===== config.mk =====
export PLATFORM = sky130hd
export DESIGN_NAME = alu_req_arbiter_flat
export DESIGN_NICKNAME = d
export VERILOG_FILES = /design/src/rtl/alu_ctrl_pkg.sv /design/src/rtl/alu_req_arbiter_if.sv /design/src/rtl/rr_arbiter2.sv /design/src/rtl/alu_req_arbiter.sv /design/src/flat_wrapper.sv
export SDC_FILE = /design/constraint.sdc
export NUM_CORES = 1
export LEC_CHECK = 0
export ABC_AREA = 1
export CAP_MARGIN = 20
export CORE_ASPECT_RATIO = 1.1
export CORE_MARGIN = 8
export CORE_UTILIZATION = 40
export CTS_CLUSTER_SIZE = 24
export DETAILED_ROUTE_END_ITERATION = 6
export PLACE_DENSITY = 0.78
export SYNTH_ARGS = -nofsm -noshare
export SYNTH_HDL_FRONTEND = slang
export SYNTH_SLANG_ARGS = --single-unit

===== constraint.sdc =====
create_clock -name CLK -period 2.1 [get_ports CLK]
set_input_delay 0.42 -clock CLK [delete_from_list [all_inputs] [get_ports CLK]]
set_output_delay 0.42 -clock CLK [all_outputs]
set_load 0.05 [all_outputs]

===== src/rtl/alu_ctrl_pkg.sv =====
// Shared definitions for the ALU request arbiter:
// FSM state encoding, unit-select codes and the result-width rule.
`timescale 1ns/1ps
package alu_ctrl_pkg;

   typedef enum logic [2:0] {
      IDLE    = 3'd0,
      ISSUE   = 3'd1,
      WAIT    = 3'd2,
      CAPTURE = 3'd3,
      RESP    = 3'd4
   } state_e;

   localparam logic [1:0] UNIT_ARITH = 2'b00;
   localparam logic [1:0] UNIT_LOGIC = 2'b01;
   localparam logic [1:0] UNIT_CMP   = 2'b10;
   localparam logic [1:0] UNIT_SHIFT = 2'b11;

   // The arithmetic unit can produce a full product, so results are twice the operand width.
   function automatic int res_width(input int op_w);
      return 2 * op_w;
   endfunction

endpackage


===== src/rtl/alu_req_arbiter_if.sv =====
// Requester-side bundle of the ALU arbiter: two command ports and two response ports
// sharing one result bus. master = requesters, slave = arbiter.
`timescale 1ns/1ps
interface alu_req_arbiter_if
   import alu_ctrl_pkg::*;
#(
   parameter int OP_DATA_WIDTH = 16,
   parameter int RES_WIDTH     = res_width(OP_DATA_WIDTH)
);
   logic                     req0_valid;
   logic                     req0_ready;
   logic [3:0]               req0_func;
   logic [OP_DATA_WIDTH-1:0] req0_a;
   logic [OP_DATA_WIDTH-1:0] req0_b;
   logic                     req1_valid;
   logic                     req1_ready;
   logic [3:0]               req1_func;
   logic [OP_DATA_WIDTH-1:0] req1_a;
   logic [OP_DATA_WIDTH-1:0] req1_b;
   logic                     resp0_valid;
   logic                     resp0_ready;
   logic                     resp1_valid;
   logic                     resp1_ready;
   logic [RES_WIDTH-1:0]     resp_data;
   logic                     resp_carry;
   logic                     resp_err;

   modport master (
      output req0_valid, req0_func, req0_a, req0_b,
      output req1_valid, req1_func, req1_a, req1_b,
      output resp0_ready, resp1_ready,
      input  req0_ready, req1_ready, resp0_valid, resp1_valid,
      input  resp_data, resp_carry, resp_err
   );

   modport slave (
      input  req0_valid, req0_func, req0_a, req0_b,
      input  req1_valid, req1_func, req1_a, req1_b,
      input  resp0_ready, resp1_ready,
      output req0_ready, req1_ready, resp0_valid, resp1_valid,
      output resp_data, resp_carry, resp_err
   );

endinterface


===== src/rtl/rr_arbiter2.sv =====
// Two-way round-robin arbiter: combinational grant from the valids, registered
// last-granted pointer that decides ties in favour of the other port.
`timescale 1ns/1ps
module rr_arbiter2 (
   input  logic       clk_i,
   input  logic       rst_i,
   input  logic [1:0] valid_i,
   input  logic       update_i,
   input  logic       served_i,
   output logic [1:0] grant_o
);

   logic last_q;

   // Pointer starts at port 1 so the first tie goes to port 0.
   always_ff @(posedge clk_i) begin
      if (rst_i) begin
         last_q <= 1'b1;
      end else if (update_i) begin
         last_q <= served_i;
      end
   end

   always_comb begin
      grant_o = 2'b00;
      case (valid_i)
         2'b01:   grant_o = 2'b01;
         2'b10:   grant_o = 2'b10;
         2'b11:   grant_o = last_q ? 2'b01 : 2'b10;
         default: grant_o = 2'b00;
      endcase
   end

endmodule


===== src/rtl/alu_req_arbiter.sv =====
// Shares one registered ALU between two requesters, one operation in flight at a time.
// Define ALU_ARB_STATS_EN to add saturating per-port grant counters (grant_cnt0/grant_cnt1).
`timescale 1ns/1ps
module alu_req_arbiter
   import alu_ctrl_pkg::*;
#(
   parameter int OP_DATA_WIDTH = 16,
   parameter int RES_WIDTH     = res_width(OP_DATA_WIDTH)
) (
   input  logic                     CLK,
   input  logic                     RST,
   alu_req_arbiter_if.slave         bus,
   output logic [OP_DATA_WIDTH-1:0] alu_a,
   output logic [OP_DATA_WIDTH-1:0] alu_b,
   output logic [3:0]               alu_func,
   input  logic [RES_WIDTH-1:0]     alu_arith_out,
   input  logic                     alu_carry,
   input  logic                     alu_arith_flag,
   input  logic [OP_DATA_WIDTH-1:0] alu_logic_out,
   input  logic                     alu_logic_flag,
   input  logic [OP_DATA_WIDTH-1:0] alu_shift_out,
   input  logic                     alu_shift_flag,
   input  logic [2:0]               alu_cmp_out,
   input  logic                     alu_cmp_flag
`ifdef ALU_ARB_STATS_EN
   ,
   output logic [15:0]              grant_cnt0,
   output logic [15:0]              grant_cnt1
`endif
);

   state_e                   state_q, state_d;
   logic                     port_q, port_d;
   logic [3:0]               func_q, func_d;
   logic [OP_DATA_WIDTH-1:0] a_q, a_d, b_q, b_d;
   logic [OP_DATA_WIDTH-1:0] alu_a_q, alu_a_d, alu_b_q, alu_b_d;
   logic [3:0]               alu_func_q, alu_func_d;
   logic [RES_WIDTH-1:0]     data_q, data_d;
   logic                     carry_q, carry_d;
   logic                     err_q, err_d;
   logic [1:0]               rvalid_q, rvalid_d;
   logic [1:0]               grant;
   logic [1:0]               req_ready;
   logic                     accept;
   logic                     resp_hs;
   logic                     served;

   rr_arbiter2 u_arb (
      .clk_i    (CLK),
      .rst_i    (RST),
      .valid_i  ({bus.req1_valid, bus.req0_valid}),
      .update_i (served),
      .served_i (port_q),
      .grant_o  (grant)
   );

   // Ready is offered only to the winner, only while idle and out of reset.
   assign req_ready = (state_q == IDLE && !RST) ? grant : 2'b00;
   assign accept    = |req_ready;
   assign resp_hs   = port_q ? bus.resp1_ready : bus.resp0_ready;

   assign bus.req0_ready  = req_ready[0];
   assign bus.req1_ready  = req_ready[1];
   assign bus.resp0_valid = rvalid_q[0];
   assign bus.resp1_valid = rvalid_q[1];
   assign bus.resp_data   = data_q;
   assign bus.resp_carry  = carry_q;
   assign bus.resp_err    = err_q;
   assign alu_a           = alu_a_q;
   assign alu_b           = alu_b_q;
   assign alu_func        = alu_func_q;

   always_comb begin
      // NOTE: every _d defaults to its _q first, so no branch can leave a latch behind.
      state_d    = state_q;
      port_d     = port_q;
      func_d     = func_q;
      a_d        = a_q;
      b_d        = b_q;
      alu_a_d    = alu_a_q;
      alu_b_d    = alu_b_q;
      alu_func_d = alu_func_q;
      data_d     = data_q;
      carry_d    = carry_q;
      err_d      = err_q;
      rvalid_d   = rvalid_q;
      served     = 1'b0;

      case (state_q)
         IDLE: begin
            if (accept) begin
               port_d  = req_ready[1];
               func_d  = req_ready[1] ? bus.req1_func : bus.req0_func;
               a_d     = req_ready[1] ? bus.req1_a    : bus.req0_a;
               b_d     = req_ready[1] ? bus.req1_b    : bus.req0_b;
               state_d = ISSUE;
            end
         end
         ISSUE: begin
            alu_a_d    = a_q;
            alu_b_d    = b_q;
            alu_func_d = func_q;
            state_d    = WAIT;
         end
         WAIT: begin
            state_d = CAPTURE;
         end
         CAPTURE: begin
            case (func_q[3:2])
               UNIT_ARITH: begin
                  data_d  = alu_arith_out;
                  carry_d = alu_carry;
                  err_d   = !alu_arith_flag;
               end
               UNIT_LOGIC: begin
                  data_d  = RES_WIDTH'(alu_logic_out);
                  carry_d = 1'b0;
                  err_d   = !alu_logic_flag;
               end
               UNIT_CMP: begin
                  data_d  = RES_WIDTH'(alu_cmp_out);
                  carry_d = 1'b0;
                  err_d   = !alu_cmp_flag;
               end
               default: begin
                  data_d  = RES_WIDTH'(alu_shift_out);
                  carry_d = 1'b0;
                  err_d   = !alu_shift_flag;
               end
            endcase
            rvalid_d = port_q ? 2'b10 : 2'b01;
            state_d  = RESP;
         end
         RESP: begin
            if (resp_hs) begin
               rvalid_d = 2'b00;
               served   = 1'b1;
               state_d  = IDLE;
            end
         end
         default: state_d = IDLE;
      endcase
   end

   always_ff @(posedge CLK) begin
      if (RST) begin
         state_q    <= IDLE;
         port_q     <= 1'b0;
         func_q     <= '0;
         a_q        <= '0;
         b_q        <= '0;
         alu_a_q    <= '0;
         alu_b_q    <= '0;
         alu_func_q <= '0;
         data_q     <= '0;
         carry_q    <= 1'b0;
         err_q      <= 1'b0;
         rvalid_q   <= 2'b00;
      end else begin
         // NOTE: non-blocking so every register samples the same pre-edge _d values.
         state_q    <= state_d;
         port_q     <= port_d;
         func_q     <= func_d;
         a_q        <= a_d;
         b_q        <= b_d;
         alu_a_q    <= alu_a_d;
         alu_b_q    <= alu_b_d;
         alu_func_q <= alu_func_d;
         data_q     <= data_d;
         carry_q    <= carry_d;
         err_q      <= err_d;
         rvalid_q   <= rvalid_d;
      end
   end

`ifdef ALU_ARB_STATS_EN
   logic [15:0] cnt0_q, cnt1_q;

   always_ff @(posedge CLK) begin
      if (RST) begin
         cnt0_q <= '0;
         cnt1_q <= '0;
      end else if (accept) begin
         if (!port_d && cnt0_q != 16'hFFFF) cnt0_q <= cnt0_q + 16'd1;
         if (port_d && cnt1_q != 16'hFFFF)  cnt1_q <= cnt1_q + 16'd1;
      end
   end

   assign grant_cnt0 = cnt0_q;
   assign grant_cnt1 = cnt1_q;
`endif

endmodule


===== src/flat_wrapper.sv =====
// flat-port wrapper written by rule: the top's interface ports become plain ports
module alu_req_arbiter_flat import alu_ctrl_pkg::*;
#(
   parameter int OP_DATA_WIDTH = 16,
   parameter int RES_WIDTH     = res_width(OP_DATA_WIDTH)
)
  (CLK, RST, alu_a, alu_b, alu_func, alu_arith_out, alu_carry, alu_arith_flag, alu_logic_out, alu_logic_flag, alu_shift_out, alu_shift_flag, alu_cmp_out, alu_cmp_flag, bus_req0_valid, bus_req0_func, bus_req0_a, bus_req0_b, bus_req1_valid, bus_req1_func, bus_req1_a, bus_req1_b, bus_resp0_ready, bus_resp1_ready, bus_req0_ready, bus_req1_ready, bus_resp0_valid, bus_resp1_valid, bus_resp_data, bus_resp_carry, bus_resp_err);
  alu_req_arbiter_if #(.OP_DATA_WIDTH(OP_DATA_WIDTH), .RES_WIDTH(RES_WIDTH)) bus_i ();
  input  logic CLK;
  input  logic RST;
  output logic [OP_DATA_WIDTH-1:0] alu_a;
  output logic [OP_DATA_WIDTH-1:0] alu_b;
  output logic [3:0] alu_func;
  input  logic [RES_WIDTH-1:0] alu_arith_out;
  input  logic alu_carry;
  input  logic alu_arith_flag;
  input  logic [OP_DATA_WIDTH-1:0] alu_logic_out;
  input  logic alu_logic_flag;
  input  logic [OP_DATA_WIDTH-1:0] alu_shift_out;
  input  logic alu_shift_flag;
  input  logic [2:0] alu_cmp_out;
  input  logic alu_cmp_flag;
  input wire logic [$bits(bus_i.req0_valid)-1:0] bus_req0_valid;
  input wire logic [$bits(bus_i.req0_func)-1:0] bus_req0_func;
  input wire logic [$bits(bus_i.req0_a)-1:0] bus_req0_a;
  input wire logic [$bits(bus_i.req0_b)-1:0] bus_req0_b;
  input wire logic [$bits(bus_i.req1_valid)-1:0] bus_req1_valid;
  input wire logic [$bits(bus_i.req1_func)-1:0] bus_req1_func;
  input wire logic [$bits(bus_i.req1_a)-1:0] bus_req1_a;
  input wire logic [$bits(bus_i.req1_b)-1:0] bus_req1_b;
  input wire logic [$bits(bus_i.resp0_ready)-1:0] bus_resp0_ready;
  input wire logic [$bits(bus_i.resp1_ready)-1:0] bus_resp1_ready;
  output wire logic [$bits(bus_i.req0_ready)-1:0] bus_req0_ready;
  output wire logic [$bits(bus_i.req1_ready)-1:0] bus_req1_ready;
  output wire logic [$bits(bus_i.resp0_valid)-1:0] bus_resp0_valid;
  output wire logic [$bits(bus_i.resp1_valid)-1:0] bus_resp1_valid;
  output wire logic [$bits(bus_i.resp_data)-1:0] bus_resp_data;
  output wire logic [$bits(bus_i.resp_carry)-1:0] bus_resp_carry;
  output wire logic [$bits(bus_i.resp_err)-1:0] bus_resp_err;
  assign bus_i.req0_valid = bus_req0_valid;
  assign bus_i.req0_func = bus_req0_func;
  assign bus_i.req0_a = bus_req0_a;
  assign bus_i.req0_b = bus_req0_b;
  assign bus_i.req1_valid = bus_req1_valid;
  assign bus_i.req1_func = bus_req1_func;
  assign bus_i.req1_a = bus_req1_a;
  assign bus_i.req1_b = bus_req1_b;
  assign bus_i.resp0_ready = bus_resp0_ready;
  assign bus_i.resp1_ready = bus_resp1_ready;
  assign bus_req0_ready = bus_i.req0_ready;
  assign bus_req1_ready = bus_i.req1_ready;
  assign bus_resp0_valid = bus_i.resp0_valid;
  assign bus_resp1_valid = bus_i.resp1_valid;
  assign bus_resp_data = bus_i.resp_data;
  assign bus_resp_carry = bus_i.resp_carry;
  assign bus_resp_err = bus_i.resp_err;
  alu_req_arbiter #(.OP_DATA_WIDTH(OP_DATA_WIDTH), .RES_WIDTH(RES_WIDTH)) u_core (.CLK(CLK), .RST(RST), .bus(bus_i), .alu_a(alu_a), .alu_b(alu_b), .alu_func(alu_func), .alu_arith_out(alu_arith_out), .alu_carry(alu_carry), .alu_arith_flag(alu_arith_flag), .alu_logic_out(alu_logic_out), .alu_logic_flag(alu_logic_flag), .alu_shift_out(alu_shift_out), .alu_shift_flag(alu_shift_flag), .alu_cmp_out(alu_cmp_out), .alu_cmp_flag(alu_cmp_flag));
endmodule

### After elaboration in Yosys (flattened, before gate mapping)

Index checks and enable logic that the tools add are counted.

* shift operators: 0
* bitwise operators: 0
* eq/ne operators: 11
* magnitude comparators: 0
* reduce and logical (&&, ||, !) cells: 13
* add/subtract/negate cells: 0
* div/mod/pow operators: 0
* multipliers: 0
* mux-type cells: 18

Operator list (number)
* $pmux 32 s3: 1
* $mux 16: 2
* $pmux 3 s5: 1
* $mux 2: 4
* $eq 2x2->1 const B: 3
* $eq 3x2->1 const B: 2
* $mux 3: 2
* $pmux 2 s3: 1
* $reduce_and 2->1: 3
* $logic_not 1->1: 5
* $eq 2x1->1 const B: 2
* $mux 1: 4
* $mux 4: 1
* $ne 2x1->1 const B: 2
* $pmux 2 s2: 1
* $eq 3x1->1 const B: 1
* $eq 3x3->1 const B: 1
* $logic_not 3->1: 1
* $pmux 1 s3: 1
* $logic_not 2->1: 1
* $reduce_bool 2->1: 1
* $reduce_or 2->1: 1
* $logic_and 1x1->1: 1

* flip-flop bits (word level): 113
* bits in latches: 0
* memories kept: 0
* ROM bits: 0
* memory bits (writable): 0
* output and inout port bits: 74

### Depth between registers and ports, before layout

* depth in word-level cells: 6
* mapped depth: 10

### By module

A second synthesis with hierarchy kept.

* cells, all modules: 715
* area total of the unflattened synthesis: 4959.8 um^2

By module, submodules not included
* alu_req_arbiter: cells each 706, times used 1, sequential area each 2242.2 um^2, area each 4901.0 um^2
* rr_arbiter2: cells each 9, times used 1, sequential area each 20.0 um^2, area each 58.8 um^2

### Least setup slack after synthesis

Ideal clock, no wire load.

* path kind: input port to output port
* from: input port bus_req1_valid
* to: output port bus_req1_ready
* stages on the path: 5
* required time: 1.680 ns
* data arrival time: 1.332 ns
* setup slack: 0.348 ns
* buffers on the path: 1
* path through: inv_1 -> a21oi_4 -> nand3_1 -> clkbuf_1 -> inv_1

* longest elaborated chain between the ends: 3
* elaborated cells on any way between the ends: 5
* classes of those cells: 3 x eq/ne; 2 x mux

RTL lines
* from (decl): line flat_wrapper.sv:27 `input wire logic [$bits(bus_i.req1_valid)-1:0] bus_req1_valid;`
* $eq 2x2->1 / $eq 2x1->1 (equally long branches): line rr_arbiter2.sv:26 `case (valid_i)`
* $pmux 2 s3 *: line rr_arbiter2.sv:26
* $mux 2 *: line alu_req_arbiter.sv:58 `assign req_ready = (state_q == IDLE && !RST) ? grant : 2'b00;`
* to (decl): line flat_wrapper.sv:34 `output wire logic [$bits(bus_i.req1_ready)-1:0] bus_req1_ready;`

Every way passes the cells marked *; elsewhere a longest branch is shown, timed or not.

### Final worst setup path

* from: register u_core.rvalid_q[0]
* to: output port bus_resp0_valid

RTL lines
* from (decl): line alu_req_arbiter.sv:41 `logic [1:0] rvalid_q, rvalid_d;`
* from (signal assigned): line alu_req_arbiter.sv:172 `rvalid_q <= rvalid_d;`
* to (decl): line flat_wrapper.sv:35 `output wire logic [$bits(bus_i.resp0_valid)-1:0] bus_resp0_valid;`

No word-level cell between the ends.

==> summary.md <==
| Metric | Value |
|---|---|
| # IOs | ~220 |
| Top cells by area, synth | dfxtp_1 47%, nand2_1 13%, a21oi_1 11%, inv_1 7.1%, nand3_1 7.1% |
| Fraction of registers with async set/reset | 0 |
| Leak | 3.18 nW |
| Final Wtd Congestion | between 0.7 and 0.8 |
| Clk buf depth | 2 |
| Maxcap violations | 0 |
| ANT nets after route | 0 |
| # Post-CTS Setup Buffers | 0 |
| Die height | roughly 130 microns |
| Vias in the first global route | just over 5000 |
| DRC viols | 0 |
| Final hold vios | 0 |
| Count of final setup violators | 0 |
| Unrepaired setup endpoints after global routing | false |
| Reg2reg path depth | 5 |
| Worst Path Buf+Inv | 1 |
| Core box area | 0.0119 sq mm |
| 1st-iter DRT viols | roughly 360 |
| Post-Place Cell Area | ~0.0072 sq mm |
| Layout cell share with drive strength beyond 1 | 0.0648 |
| R2R Setup Slk | 0.51 ns |
| IO buf count | ~220 |
| Critical path type | register to output pin |
| Hold Crit Start | u_core.alu_a[8]$_SDFFE_PP0P_ |
| Starting Density | 0.407 |
| Max Freq | around 500 MHz |
| Drt first pass iters | 4 |
| Reg-to-reg startpoint | u_core.state_q[1]$_SDFFE_PP0P_ |
| Sequential cell area fraction in the yosys report | 0.466 |
| Worst min-delay path endpoint | u_core.alu_a[8]$_SDFFE_PP0P_ |
| Post-synth top area share | 0.466 |
| EDFF count, synth | 0 |
| Max incr delay on CP | 0.85 ns |
| Ys flop type | dfxtp_1 |
| Final Cell Area | ~0.008 sq mm |
| CTS tree | done |
| Pin count of the biggest net entering global routing | 59 |
| Hold path depth | 2 |
| WL/cell | ~15 microns |
| Critical Path Fanout Max | 2 |
| Slowest cell on the critical path | clkdlybuf4s50_1 |
| First-pass GRT wire length | between 20000 and 30000 microns |
| Least-Margin Pin Slew | between 0.6 and 0.7 ns |
| Worst Setup Start Kind | register |
| Root Driver | clkbuf_16 |
| Vias | 5137 |
| Setup TNS | 0 ns |
| Layout area overhead | 63.3% |
| Footprint of the multi-input gates | about 0.002 sq mm |
| GRT Util Overall | 0.202 |
| P per Cell Area | 1290 mW/mm^2 |
| Routed WL | between 15000 and 20000 microns |
| Layout Nets | roughly 1000 |
| Post-synth top cells | 163 x nand2_1, 113 x dfxtp_1, 104 x a21oi_1, 92 x inv_1, 69 x nand3_1 |
| Status | completed |
| Layout Skew | slightly below 0.006 ns |
| Post-cts repair resize count | 0 |
| Final WS setup | 0.104 ns |
| Die Area | around 0.016 sq mm |
| Total grt overflow | 0 |
| Seq cells post-synth | ~110 |
| Cts hold-fix bufs | 0 |
| CP required | between 1.5 and 2 ns |
| Placed instance count | between 1000 and 1500 |
| Crit path DAT | between 1.5 and 2 ns |
| CTS sink cnt | roughly 110 |
| Final Power | slightly above 10 mW |
| Filler Cell Count | approximately 1000 |
| Max-slew violation count | 0 |
| Worst-path clk slew | approximately 0.05 ns |
| Pre-CTS setup slack | between 0.1 and 0.15 ns |
| Initial antenna violation count | 1 |
| Max rail drop VDD | 0.659 mV |
| Syn nets | ~840 |
| Syn avg cell area | 7.07 sq um |
| Gate Count Post-Synth | between 600 and 700 |
| Yosys Warn Count | 0 |
| DIE WIDTH | about 120 microns |
| Crit-path cells | clkdlybuf4s50_1 |
| Crit path max-delay family | buffers and inverters |
| Tcrit/Tclk final | 0.950 |
| Max-slew headroom | 0.571 |
| Crit. End Element | output pin |
| Reg-to-reg endpoint | u_core.alu_b[12]$_SDFFE_PP0P_ |
| Number of diodes | 0 |
| Area leader, netlist | dfxtp_1 |
| Final Instance Count excl. Fillers | between 1000 and 1500 |
| FF/Latch Area | 0.00226 sq mm |
| H-tree depth | 4 |
| Core Rows | 42 |
| Most common cell in the netlist | nand2_1 |
| Total CTS buffers | 17 |
| Worst skew pair latency | 0.40 ns |
| Final HPWL DP | about 11000 microns |
| Routed vias/inst | between 4 and 5 |
| Netlist cell types | 24 |
| Mapped Area | slightly below 0.005 sq mm |
| Hold Path Class | register to register |
| Min Tclk post-route | between 1.5 and 2 ns |
-- metal layers --
metal	vias up	global-route usage	wire length, microns
li1	2647	-	-
met1	2284	0.221	6190
met2	184	0.334	7560
met3	20	0.101	1990
met4	2	0.0598	252
met5	-	0	12
-- stage by stage --
stage	utilization	hold WS (ns)
4_1_cts	0.665	0.442
3_5_place_dp	0.606	0.434
5_1_grt	0.665	0.461
2_1_floorplan	-	0.441
3_3_place_gp	0.606	0.430
6_report	0.665	0.440
-- placed cells by master (no fill, tap or decap) --
cell               n
clkdlybuf4s50_1  220
nand2_1          163
dfxtp_1          113
a21oi_1          104
inv_1             92
nand3_1           69
o21ai_0           54
clkbuf_16         17
buf_4             14
nor2_1            13
a31oi_1           10
bufinv_16          7
a41oi_1            6
buf_12             4
nor3_1             3
clkbuf_8           3
inv_2              2
nor2_4             2
nand3_2            2
nor2_2             2
clkbuf_1           2
clkinv_2           2
a21oi_4            1
a21oi_2            1
o31ai_1            1
o211ai_1           1
o22ai_1            1
clkinvlp_4         1
buf_2              1
-- area by class of cell --
class	instances	share of cell area
Clock buffer	22	0.0598
Clock inverter	10	0.0287
Inverter	94	0.0445
Multi-Input combinational cell	433	0.256
Sequential cell	113	0.285
Tap cell	154	0.0243
Timing Repair Buffer	239	0.302
-- state kept, by name, summed over array words and instances, names as in the netlist, 2 cells and up --
register and flops:
u_core.state_q 3, u_core.a_q 16, u_core.bus.resp_data 32, u_core.rvalid_q 2
u_core.alu_func 4, u_core.b_q 16, u_core.alu_b 16, u_core.alu_a 16
u_core.func_q 4
-- power breakdown --
| group | total, mW | internal (mW) | switching, mW |
|---|---|---|---|
| Combinational | 3.91 | 1.37 | 2.54 |
| Clock | 3.38 | 2.44 | 0.948 |
| Sequential | 2.90 | 2.64 | 0.253 |
-- how the worst max path moves through the flow --
stage	endpoint	slack [ns]	cells after the start	startpoint
floorplan	bus_req1_ready	0.35	5	bus_req1_valid
global placement	bus_req0_ready	0.17	5	bus_req0_valid
detailed placement	u_core.a_q[6]$_SDFFE_PP0P_	0.14	7	bus_req1_valid
CTS	bus_resp_data[15]	0.08	1	u_core.bus.resp_data[15]$_SDFFE_PP0P_
global route	alu_b[5]	0.06	1	u_core.alu_b[5]$_SDFFE_PP0P_
finish	bus_resp0_valid	0.10	1	u_core.rvalid_q[0]$_SDFFE_PP0P_
-- kinds of logic after synthesis --
| kind of cell | Yosys count | share of synthesized area |
|---|---|---|
| AND/OR/NAND/NOR | 254 | 0.221 |
| AO/OA/AOI/OAI | 179 | 0.196 |
| buffers and inverters | 141 | 0.117 |
| flip-flops | 113 | 0.466 |
No activity file was read; power rests on OpenSTA's default activity.
==> edit (same settings) <==
Encoding of `state_e`: now Gray code (3 bits for 5 states).
--- a/src/rtl/alu_ctrl_pkg.sv
+++ b/src/rtl/alu_ctrl_pkg.sv
@@ -5,9 +5,9 @@
 
    typedef enum logic [2:0] {
-      IDLE    = 3'd0,
-      ISSUE   = 3'd1,
-      WAIT    = 3'd2,
-      CAPTURE = 3'd3,
-      RESP    = 3'd4
+      IDLE    = 3'b000,
+      ISSUE   = 3'b001,
+      WAIT    = 3'b011,
+      CAPTURE = 3'b010,
+      RESP    = 3'b110
    } state_e;
 
Function: same outputs for any inputs over 10 cycles, from zero or initial values and one cycle with RST high; not proved beyond that.
==> edit against the original RTL <==
Global-route usage increased by 0.67 points. Power increased by 7.8%. Routed wire length rose by 7.7%. Setup slack got worse by 5.3 ps. Sequential cell count did not move. Synthesized area is 0.85% higher. Cell area decreased by 0.85%. First-iteration DRC count down 4.5%.
==> edit: results (changes against the original RTL) <==
- The cell family contributing the most delay on the critical path is buffers and inverters.
- The root buffer cell chosen for the clock tree is clkbuf_16.
- The global-route wire length before repair is 26.9 mm (+3.7%).
- The final critical-path required period is 2000 ps (+5.34 ps).
- The hold buffer count at CTS is 0 (unchanged).
- The number of buffers inserted during clock tree synthesis is 17 (unchanged).
- The number of antenna violations at the first check in global routing is 1 (unchanged).
- The share of layout cells above drive strength 1 was 7.48% (+1.0 points).
- The maximum ir drop on the vdd rail is 1100 uV (+66%).
- Yosys attributes the largest share of cell area to dfxtp_1 46%, nand2_1 11%, a21oi_1 7.7%, nand3_1 7.7%, nor2_1 6.8%.
- The leakage dissipation came to 3.26 nW (+2.3%).
- The via count of the first global-routing pass came to 5,179 (+0.82%).
- The startpoint of the worst register-to-register path is u_core.state_q[2]$_SDFFE_PP0P_.
- The via count of the routed design is 5,288 (+2.9%).
- Counting instances in the post-synthesis netlist gives the leading cell types as 145 x nand2_1, 113 x dfxtp_1, 89 x nor2_1.
- The number of library cell types mapped by synthesis was 25 (+4.2%).
- The number of buffers inserted by port buffering was 223 (unchanged).
- The routability-driven placement congestion ratio is 0.826 (+3.7%).
- The hold path startpoint is u_core.a_q[11]$_SDFFE_PP0P_.
- The flip-flop count of the largest register, all copies and words added came to 32 (unchanged).
- The final worst clock skew is 6.88 ps (+0.942 ps).
- The maximum level of the CTS H-tree is 4 (unchanged).
- The total track usage came to 20.9% (+0.67 points).
- The pin slew with the least headroom to its limit was 630 ps (-13.4 ps).
- The endpoint of the lowest-slack register-to-register path is u_core.b_q[10]$_SDFFE_PP0P_.
- The detailed-placement wirelength estimate is 12.5 mm (+9.4%).
- The count of cells along the worst register-to-register path was 8 (+3).
- The aggregate routed wire length was 17.2 mm (+7.7%).
- The total number of nets in the final design is 1,060 (+1.1%).
- The sequential area share after synthesis is 46.2% (-0.39 points).
- The maximum number of pins on one net before global-route repair is 53 (-10%).
- The net count of the mapped netlist is 848 (+1.3%).
- The run finished with clean final reports.
- The largest individual stage delay along the critical path comes from the cell clkdlybuf4s50_1.
- The remaining number of nets flagged by the antenna check after routing is 0 (unchanged).
- The clock slew at the register clock pins of the worst setup and hold paths is 50 ps (about the same).
- The first element of the critical path is u_core.bus.resp_carry$_SDFFE_PP0P_.
- For hold timing, the worst endpoint is u_core.alu_a[11]$_SDFFE_PP0P_.
- The DRC violation total after the first TritonRoute iteration is 339 (-4.5%).
- The placement-stage cell area is 0.00728 mm^2 (+0.71%).
- The arrival time of data at the critical path endpoint was 1580 ps (about the same).
- The end point of the critical path is bus_resp_carry.
- The first-pass detailed-route iteration total was 7 (+3).
- The fraction of registers with async set or reset after synthesis was 0% (unchanged).
## edit: changes by cell type after synthesis, sizes merged
| cell | unedited run | this run |
|---|---|---|
| a41oi | 6 | 2 |
| buf | 21 | 28 |
| clkbuf | 26 | 19 |
| inv | 94 | 69 |
| nor2 | 17 | 95 |
| a21oi | 106 | 77 |
| a31oi | 10 | 13 |
| nand2 | 163 | 145 |
| nand3 | 71 | 77 |
## edit: report_power, final
group / internal (mW) / switching (mW) / leakage [nW]
Combinational: 1.71 / 3.39 / 2.05
Sequential: 2.78 / 0.332 / 0.923
Clock: 1.77 / 0.999 / 0.279
## edit: cell type report
cell class,count,area [um^2]
fill,1065,4120
clock buffer,19,443
sequential,113,2260
tap,154,193
antenna,1,2.50
inverter,69,259
clock inverter,13,138
timing repair buffer,240,2410
multi-input combinational,469,2150
## edit: routing by layer
layer / share of wire [%] / GRT usage [%] / vias to the layer above
li1: - / - / 2681
met1: 40 / 23.5 / 2390
met2: 48 / 35.4 / 201
met3: 9.6 / 7.54 / 16
met4: 1.8 / 6.93 / 0
met5: 0 / 0 / -
## edit: cell families after synthesis
group                  share of synthesized area [%]
AO/OA/AOI/OAI                                   16.3
buffers and inverters                           10.1
flip-flops                                      46.2
AND/OR/NAND/NOR                                 27.4
## edit: through the flow
| stage | hold WS (ps) | util (%) | power [mW] | cells |
|---|---|---|---|---|
| 2_1_floorplan | 430 | - | 6.43 | 698 |
| 3_3_place_gp | 438 | 60.8 | 8.22 | 1045 |
| 3_5_place_dp | 445 | 60.8 | 8.28 | 1045 |
| 4_1_cts | 449 | 65.6 | 11.1 | 1077 |
| 5_1_grt | 457 | 65.6 | 11.6 | 1078 |
| 6_report | 446 | 65.6 | 11.0 | 1078 |
